--- src/rtl/truth_table_sweeper_if.sv ---
// Bundle between the sweeper and the harness that owns start/abort, the expected
// table and the device-under-test output.
interface truth_table_sweeper_if;
  logic       start;
  logic       abort;
  logic [7:0] exp_table;
  logic       y_in;
  logic       a_out;
  logic       b_out;
  logic       c_out;
  logic [2:0] pattern_idx;
  logic [7:0] table_out;
  logic       busy;
  logic       done;
  logic       pass;

  modport master (
    output start, abort, exp_table, y_in,
    input  a_out, b_out, c_out, pattern_idx, table_out, busy, done, pass
  );

  modport slave (
    input  start, abort, exp_table, y_in,
    output a_out, b_out, c_out, pattern_idx, table_out, busy, done, pass
  );
endinterface

--- src/rtl/truth_table_sweeper.sv ---
// Drives all 8 {a,b,c} patterns with a programmable dwell, captures y on the last
// dwell cycle of each pattern and compares the captured table to exp_table.
module truth_table_sweeper #(
  parameter int DWELL_CYCLES = 10,
  parameter int CNT_W        = 8
) (
  input  logic                   clk,
  input  logic                   reset,
  truth_table_sweeper_if.slave   bus,
  output logic [1:0]             state_dbg
);

  typedef enum logic [1:0] {
    IDLE  = 2'd0,
    DRIVE = 2'd1,
    DONE  = 2'd2
  } state_t;

  localparam logic [CNT_W-1:0] LAST = CNT_W'(DWELL_CYCLES - 1);

  state_t           state_q, state_d;
  logic [CNT_W-1:0] cnt_q;
  logic [2:0]       idx_q;
  logic [7:0]       table_q;
  logic [7:0]       table_cap;
  logic             pass_q;
  logic             sample;

  // Handshake: start is a level request accepted only in IDLE/DONE; done and pass
  // stay valid (and sticky) until the next accepted start, abort never touches them
  // outside DRIVE.
  always_ff @(posedge clk) begin
    if (reset) state_q <= IDLE;
    else       state_q <= state_d;
  end

  always_comb begin
    state_d             = state_q;
    sample              = 1'b0;
    table_cap           = table_q;
    table_cap[idx_q]    = bus.y_in;
    case (state_q)
      IDLE:  if (bus.start) state_d = DRIVE;
      DRIVE: begin
        if (bus.abort) begin
          state_d = IDLE;
        end else if (cnt_q == LAST) begin
          sample = 1'b1;
          if (idx_q == 3'd7) state_d = DONE;
        end
      end
      DONE:  if (bus.start) state_d = DRIVE;
      default: state_d = IDLE;
    endcase
  end

  always_ff @(posedge clk) begin
    if (reset) begin
      cnt_q   <= '0;
      idx_q   <= 3'd0;
      table_q <= 8'h00;
      pass_q  <= 1'b0;
    end else begin
      case (state_q)
        IDLE, DONE: begin
          if (bus.start) begin
            cnt_q   <= '0;
            idx_q   <= 3'd0;
            table_q <= 8'h00;
            pass_q  <= 1'b0;
          end
        end
        DRIVE: begin
          if (bus.abort) begin
            // Partially captured bits are kept for post-mortem inspection.
            cnt_q  <= '0;
            idx_q  <= 3'd0;
            pass_q <= 1'b0;
          end else if (sample) begin
            cnt_q   <= '0;
            table_q <= table_cap;
            if (idx_q == 3'd7) pass_q <= (table_cap == bus.exp_table);
            else               idx_q  <= idx_q + 3'd1;
          end else begin
            cnt_q <= cnt_q + CNT_W'(1);
          end
        end
        default: ;
      endcase
    end
  end

  // Pattern index is itself a register, so the pattern pins are registered too;
  // it stays at 7 in DONE, which holds the outputs at 3'b111.
  assign bus.a_out       = idx_q[2];
  assign bus.b_out       = idx_q[1];
  assign bus.c_out       = idx_q[0];
  assign bus.pattern_idx = idx_q;
  assign bus.table_out   = table_q;
  assign bus.busy        = (state_q == DRIVE);
  assign bus.done        = (state_q == DONE);
  assign bus.pass        = pass_q;
  assign state_dbg       = state_q;

endmodule
--- src/flat_wrapper.sv ---
// flat-port wrapper written by rule: the top's interface ports become plain ports
module truth_table_sweeper_flat 
#(
  parameter int DWELL_CYCLES = 10,
  parameter int CNT_W        = 8
)
  (clk, reset, state_dbg, bus_start, bus_abort, bus_exp_table, bus_y_in, bus_a_out, bus_b_out, bus_c_out, bus_pattern_idx, bus_table_out, bus_busy, bus_done, bus_pass);
  truth_table_sweeper_if bus_i ();
  input  logic clk;
  input  logic reset;
  output logic [1:0] state_dbg;
  input wire logic [$bits(bus_i.start)-1:0] bus_start;
  input wire logic [$bits(bus_i.abort)-1:0] bus_abort;
  input wire logic [$bits(bus_i.exp_table)-1:0] bus_exp_table;
  input wire logic [$bits(bus_i.y_in)-1:0] bus_y_in;
  output wire logic [$bits(bus_i.a_out)-1:0] bus_a_out;
  output wire logic [$bits(bus_i.b_out)-1:0] bus_b_out;
  output wire logic [$bits(bus_i.c_out)-1:0] bus_c_out;
  output wire logic [$bits(bus_i.pattern_idx)-1:0] bus_pattern_idx;
  output wire logic [$bits(bus_i.table_out)-1:0] bus_table_out;
  output wire logic [$bits(bus_i.busy)-1:0] bus_busy;
  output wire logic [$bits(bus_i.done)-1:0] bus_done;
  output wire logic [$bits(bus_i.pass)-1:0] bus_pass;
  assign bus_i.start = bus_start;
  assign bus_i.abort = bus_abort;
  assign bus_i.exp_table = bus_exp_table;
  assign bus_i.y_in = bus_y_in;
  assign bus_a_out = bus_i.a_out;
  assign bus_b_out = bus_i.b_out;
  assign bus_c_out = bus_i.c_out;
  assign bus_pattern_idx = bus_i.pattern_idx;
  assign bus_table_out = bus_i.table_out;
  assign bus_busy = bus_i.busy;
  assign bus_done = bus_i.done;
  assign bus_pass = bus_i.pass;
  truth_table_sweeper #(.DWELL_CYCLES(DWELL_CYCLES), .CNT_W(CNT_W)) u_core (.clk(clk), .reset(reset), .bus(bus_i), .state_dbg(state_dbg));
endmodule
--- config.mk ---
export PLATFORM = sky130hd
export DESIGN_NAME = truth_table_sweeper_flat
export DESIGN_NICKNAME = d
export VERILOG_FILES = /design/src/rtl/truth_table_sweeper_if.sv /design/src/rtl/truth_table_sweeper.sv /design/src/flat_wrapper.sv
export SDC_FILE = /design/constraint.sdc
export NUM_CORES = 1
export LEC_CHECK = 0
export ABC_AREA = 1
export BUFFER_PORTS_ARGS = -buffer_cell sky130_fd_sc_hd__buf_2
export CORE_MARGIN = 5
export CORE_UTILIZATION = 30
export DETAILED_ROUTE_END_ITERATION = 7
export SYNTH_ARGS = -nofsm -noshare
export SYNTH_HDL_FRONTEND = slang
export SYNTH_SLANG_ARGS = --single-unit
export TNS_END_PERCENT = 50
--- constraint.sdc ---
create_clock -name clk -period 1.7 [get_ports clk]
set_clock_uncertainty 0.1 [all_clocks]
set_input_delay 0.255 -clock clk [delete_from_list [all_inputs] [get_ports clk]]
set_output_delay 0.255 -clock clk [all_outputs]
set_load 0.01 [all_outputs]
[Word-level counts from Yosys, hierarchy flattened]
Index checks and enable logic that the tools add are counted.
Storage, ports and cells
  bits in registers: 22
  input port bits: 13
  output and inout bits: 19
  logic and storage cells: 58
Operators by class
  add/subtract/negate cells: 2
  magnitude comparators: 2
  equal/unequal tests: 12
  muxes and demuxes: 28
  reduce and logical (&&, ||, !) cells: 9
Operators by type and width (count)
  $mux W8: 5
  $pmux W8 S2: 2
  $mux W3: 4
  $reduce_and A4 Y1: 3
  $ne A3 B2 Y1 const B: 3
  $add A8 B1 Y8 const B: 1
  $bwmux W8: 1
  $eq A8 B4 Y1 const B: 1
  $eq A8 B8 Y1: 1
  $mux W1: 8
  $mux W2: 4
  $pmux W3 S2: 1
  $lt A3 B4 Y1 const B: 1
  $ne A2 B1 Y1 const B: 2
  $pmux W2 S2: 1
  $add A3 B1 Y3 const B: 1
  $demux W1 S3: 1
  $eq A3 B3 Y1 const B: 1
  $ge A3 B1 Y1 const B: 1
  $ne A3 B3 Y1 const B: 1
  $reduce_and A3 Y1: 1
  $eq A2 B1 Y1 const B: 1
  $eq A2 B2 Y1 const B: 1
  $logic_not A2 Y1: 1
  6 further kinds: 6

[Depth between registers and ports, before layout]
  depth after elaboration: 10
  depth in mapped cells: 12
  depth with buffers taken out: 11

[Worst setup path before layout]
Ideal clock, no wire load.
  path kind: flip-flop to flip-flop
  start point: reg u_core.idx_q[1], in the netlist u_core.bus.pattern_idx[1]
  end point: reg u_core.pass_q, in the netlist u_core.bus.pass
  library setup time: 0.117 ns
  arrival: 1.236 ns
  required time: 1.483 ns
  path slack: 0.247 ns
  stages on the path, launching flop included: 10
  buffers on the path: 0
  period minus slack after synthesis: 1.453 ns
  path through: dfxtp_1 ha_1 ha_1 nor2_1 nand2_1 nand2_1 nor2_1 inv_1 nor2_1 nor2_1
Between the ends
  longest elaborated chain between the ends: 10
RTL lines
  from (decl): RTL line truth_table_sweeper.sv:23  | logic [2:0] idx_q;
  from (signal assigned): RTL line truth_table_sweeper.sv:83  | else idx_q <= idx_q + 3'd1;
  $lt A3 B4 Y1 (not written as such) / $ge A3 B1 Y1 (equally long branches): RTL line truth_table_sweeper.sv:41  | table_cap[idx_q] = bus.y_in;
  $logic_and A1 B1 Y1 (not written as such): RTL line truth_table_sweeper.sv:41
  $mux W1 (not written as such): RTL line truth_table_sweeper.sv:41
  $demux W1 S3
  $bwmux W8: RTL line truth_table_sweeper.sv:41
  $eq A8 B8 Y1: RTL line truth_table_sweeper.sv:82  | if (idx_q == 3'd7) pass_q <= (table_cap == bus.exp_table);
  $mux W1: RTL line truth_table_sweeper.sv:82
  $mux W1: RTL line truth_table_sweeper.sv:79  | end else if (sample) begin
  $mux W1: RTL line truth_table_sweeper.sv:74  | if (bus.abort) begin
  $pmux W1 S2: RTL line truth_table_sweeper.sv:64  | case (state_q)
  to (signal assigned): RTL line truth_table_sweeper.sv:82
  to (decl): RTL line truth_table_sweeper.sv:26  | logic pass_q;
Several ways; a longest one is shown, not always the timed one. The select of a mux whose other input is x is not followed.
A chain may end at the register's enable or synchronous reset.

[Final worst setup path]
  start point: reg u_core.cnt_q[1]
  end point: reg u_core.table_q[2], in the netlist u_core.bus.table_out[2]
Between the ends
  longest elaborated chain between the ends: 6
RTL lines
  from (decl): RTL line truth_table_sweeper.sv:22  | logic [CNT_W-1:0] cnt_q;
  from (signal assigned): RTL line truth_table_sweeper.sv:85  | cnt_q <= cnt_q + CNT_W'(1);
  $eq A8 B4 Y1: RTL line truth_table_sweeper.sv:47  | end else if (cnt_q == LAST) begin
  $mux W1: RTL line truth_table_sweeper.sv:47
  $mux W1: RTL line truth_table_sweeper.sv:45  | if (bus.abort) begin
  $mux W1: RTL line truth_table_sweeper.sv:42  | case (state_q)
  $ne A2 B1 Y1 (no source line)
  $reduce_and A4 Y1 (no source line)
  to (signal assigned): RTL line truth_table_sweeper.sv:81  | table_q <= table_cap;
  to (decl): RTL line truth_table_sweeper.sv:24  | logic [7:0] table_q;
Every way passes these cells.

==> run_results.csv <==
group,metric,value,unit
routing,wl,3690,µm
synth,syn-num-nets,229,
clocking,clock_tree_from_tritoncts,"built",
finish,insertedDiodeCount,0,
clocking,cts_inserted_buffers,3,
synth,ys_seq_area_frac,0.299,
global_routing,antenna_violations_before_repair,0,
floorplanning,num_rows,25,
place,post_place_cell_area,1680,µm²
sta,slew_violations,0,
place,buffer_ports.inserted,31,
floorplanning,die-width,80.1,µm
min_path,hold_path.class,"primary input to flop",
floorplanning,io-pin-count,32,
sta,fin_crit,1.56,ns
global_routing,global_route.overflow_total,0,
min_path,min_from,"reset",
routing,routed-via-count,1427,
job,max_cap_violations,0,
power_and_ir_drop,power.leakage,0.783,nW
clocking,htree_num_levels,1,
sta,slew_headroom,0.837,
clocking,number_of_clock_sinks_seen_by_cts,22,
power_and_ir_drop,power_per_cell_area,752,nW/µm²
sta,number_of_hold_violations_in_the_final_report,0,
setup_path,critical_path_arrival,1.62,ns
synth,postSynthAreaPerCell,6.96,µm²
clocking,cts_resized,0,
finish,layout-drive-gt1-share,0.282,
place,place.detailed.instances,305,
global_routing,grt_util_all_layers,0.120,
finish,multiInputGateArea,850,µm²
clocking,root_buffer,"sky130_fd_sc_hd__clkbuf_8",
place,dp_slack,0.132,ns
routing,route.detailed.vias_per_inst,4.63,
setup_path,critical_path.endpoint_type,"flop",
synth,synthesis.yosys.warnings,0,
synth,synth.distinct_cells,33,
sta,finalSetupViolCount,0,
synth,count_of_state_elements_after_synthesis,22,
power_and_ir_drop,peak_supply_drop,0.572,mV
routing,drt_first_pass_iters,4,
floorplanning,floorplan.die.height,80.1,µm
finish,fillCellCount,526,
routing,detailedRoute.firstIterationViolations,73,
sta,tightestPinTransition,0.244,ns
sta,rsz_0062_raised_after_global_routing,"yes",
clocking,cts_hold_repair.buffers,0,
setup_path,setup.worst_path.start,"u_core.cnt_q[1]",
global_routing,grt_pass1_wl,6190,µm
synth,post_synth_inst_count,212,
routing,wl_per_cell,12.0,µm
setup_path,cp_launch_type,"flop",
place,place.detailed.hpwl,2940,µm
routing,remaining_drc_errors,0,
floorplanning,floorplan.initialDensity,0.310,
setup_path,reg2reg_from,"u_core.cnt_q[1]",
clocking,post_cts.repair.setup_buffers,0,
clocking,clkSlewWorstSetupHoldPaths,0.08,ns
global_routing,pin_count_of_the_biggest_net_entering_global_routing,14,
routing,count_of_antenna_violating_nets_left_after_detailed_routing,0,
clocking,clk-insertion-delay-late,0.26,ns
finish,finalNetCount,260,
setup_path,required,1.75,ns
status,run_status,"complete, no violations",
finish,instances_no_fill,308,
setup_path,critical_path.max_fanout,13,
sta,final_worst_path_period_share,0.920,
place,place_congestion,0.791,
finish,final_common_cell,"sky130_fd_sc_hd__nand2_1",
global_routing,first_global_vias,1314,
sta,postLayoutSetupSlackWorst,0.135,ns
finish,area_growth_synth_to_finish,18.1,%
finish,stdcell_area,1740,µm²
clocking,cts.path.max_buffers,2,
finish,ff_latch_area,442,µm²
finish,finalCoreUtilization,0.366,
sta,fmaxAchievable,0.639,GHz
floorplanning,floorplan.core_area,4750,µm²
finish,mostFrequentLayoutCells,"sky130_fd_sc_hd__nand2_1 (36), sky130_fd_sc_hd__buf_2 (31), sky130_fd_sc_hd__nand3_1 (29)",
setup_path,setup.worst_path.class,"flop to flop",
synth,synthesis.area,1480,µm²
floorplanning,dieArea,6420,µm²
sequential cells by signal, summed over array words and instances, names as in the netlist:
register / count
u_core.bus.pass: 1
u_core.bus.pattern_idx: 3
u_core.bus.table_out: 8
u_core.cnt_q: 8
u_core.state_dbg: 2
worst paths after layout:
kind	end	slack [ns]	cells past startpoint
worst max-delay path	u_core.bus.table_out[2]	0.14	8
worst min register to register	u_core.cnt_q[6]	0.39	2
worst min-delay path	u_core.bus.table_out[5]	0.19	2
worst max register to register	u_core.bus.table_out[2]	0.14	8
synth_stat cells:
cell                       number  area [µm²]
sky130_fd_sc_hd__inv_4          2        12.5
sky130_fd_sc_hd__nor2_4         3        33.8
sky130_fd_sc_hd__nor3b_2        1        12.5
sky130_fd_sc_hd__xnor2_1        1        8.76
sky130_fd_sc_hd__a21o_1         1        7.51
sky130_fd_sc_hd__buf_2          1        5.00
sky130_fd_sc_hd__clkbuf_1       1        3.75
sky130_fd_sc_hd__nand4_1        9        56.3
sky130_fd_sc_hd__inv_2          9        33.8
sky130_fd_sc_hd__nor2_1        19        71.3
sky130_fd_sc_hd__inv_1         19        71.3
sky130_fd_sc_hd__o21ai_1        3        15.0
sky130_fd_sc_hd__dfxtp_1       22         440
sky130_fd_sc_hd__o21ai_0        6        30.0
sky130_fd_sc_hd__nand2_2        1        6.26
sky130_fd_sc_hd__a211oi_2       2        25.0
sky130_fd_sc_hd__nor2_2         2        12.5
sky130_fd_sc_hd__or2_0          1        6.26
sky130_fd_sc_hd__nand3_1       30         150
sky130_fd_sc_hd__or2_2          1        6.26
sky130_fd_sc_hd__nand2_1       36         135
sky130_fd_sc_hd__o211ai_1       1        7.51
sky130_fd_sc_hd__o21a_1         1        7.51
sky130_fd_sc_hd__buf_4          4        30.0
sky130_fd_sc_hd__nand3_2        4        40.0
sky130_fd_sc_hd__xor2_1         2        17.5
sky130_fd_sc_hd__a211oi_1       3        22.5
sky130_fd_sc_hd__buf_6          3        33.8
sky130_fd_sc_hd__a21oi_1       17        85.1
sky130_fd_sc_hd__a21oi_2        1        8.76
sky130_fd_sc_hd__nand2_8        1        20.0
sky130_fd_sc_hd__o21ai_2        1        8.76
sky130_fd_sc_hd__ha_1           4        50.1
metrics by stage:
step                hold slack (ns)  setup TNS (ns)  total power, mW
floorplan                     0.357               0            0.883
global placement              0.381               0            0.992
detailed placement            0.381               0            0.997
CTS                           0.188               0             1.32
global route                  0.215        -0.00346             1.40
finish                        0.194               0             1.31
layer usage:
layer  routed length, µm  track usage  up-vias
li1                    -            -      765
met1                1750        0.154      628
met2                1740        0.209       32
met3                 187       0.0303        2
met4                  15       0.0101        0
met5                   0            0        -
where the power goes:
part / switching [mW] / internal, mW / leakage, nW / total (mW)
Clock: 0.160 / 0.158 / 0.0216 / 0.318
Sequential: 0.0296 / 0.548 / 0.180 / 0.577
Combinational: 0.261 / 0.153 / 0.582 / 0.414
Total: 0.451 / 0.859 / 0.783 / 1.31
layout make-up:
type | instances | area share
well taps | 67 | 0.0481
clock buffers | 3 | 0.0237
repair buffers | 35 | 0.118
inverters | 30 | 0.0690
multi-input cells | 151 | 0.488
flip-flops and latches | 22 | 0.254
worst max-delay path: stages, from the launching register on:
cell,delay (ns)
sky130_fd_sc_hd__dfxtp_1,0.39
sky130_fd_sc_hd__inv_1,0.06
sky130_fd_sc_hd__ha_1,0.18
sky130_fd_sc_hd__nand4_1,0.13
sky130_fd_sc_hd__nor2_1,0.06
sky130_fd_sc_hd__nor2_2,0.21
sky130_fd_sc_hd__inv_4,0.11
sky130_fd_sc_hd__o21ai_0,0.17
sky130_fd_sc_hd__a21oi_1,0.05
cell families (layout without fill, tap and decap cells):
| group | after synthesis | count (layout) | share of synthesized area |
|---|---|---|---|
| compound gates | 36 | 36 | 0.148 |
| xor+xnor | 3 | 3 | 0.0178 |
| fa+ha+maj | 4 | 4 | 0.0339 |
| buf+inv | 39 | 68 | 0.129 |
| flops | 22 | 22 | 0.299 |
| simple gates | 108 | 108 | 0.373 |
Power figures use the tool's default switching activity.
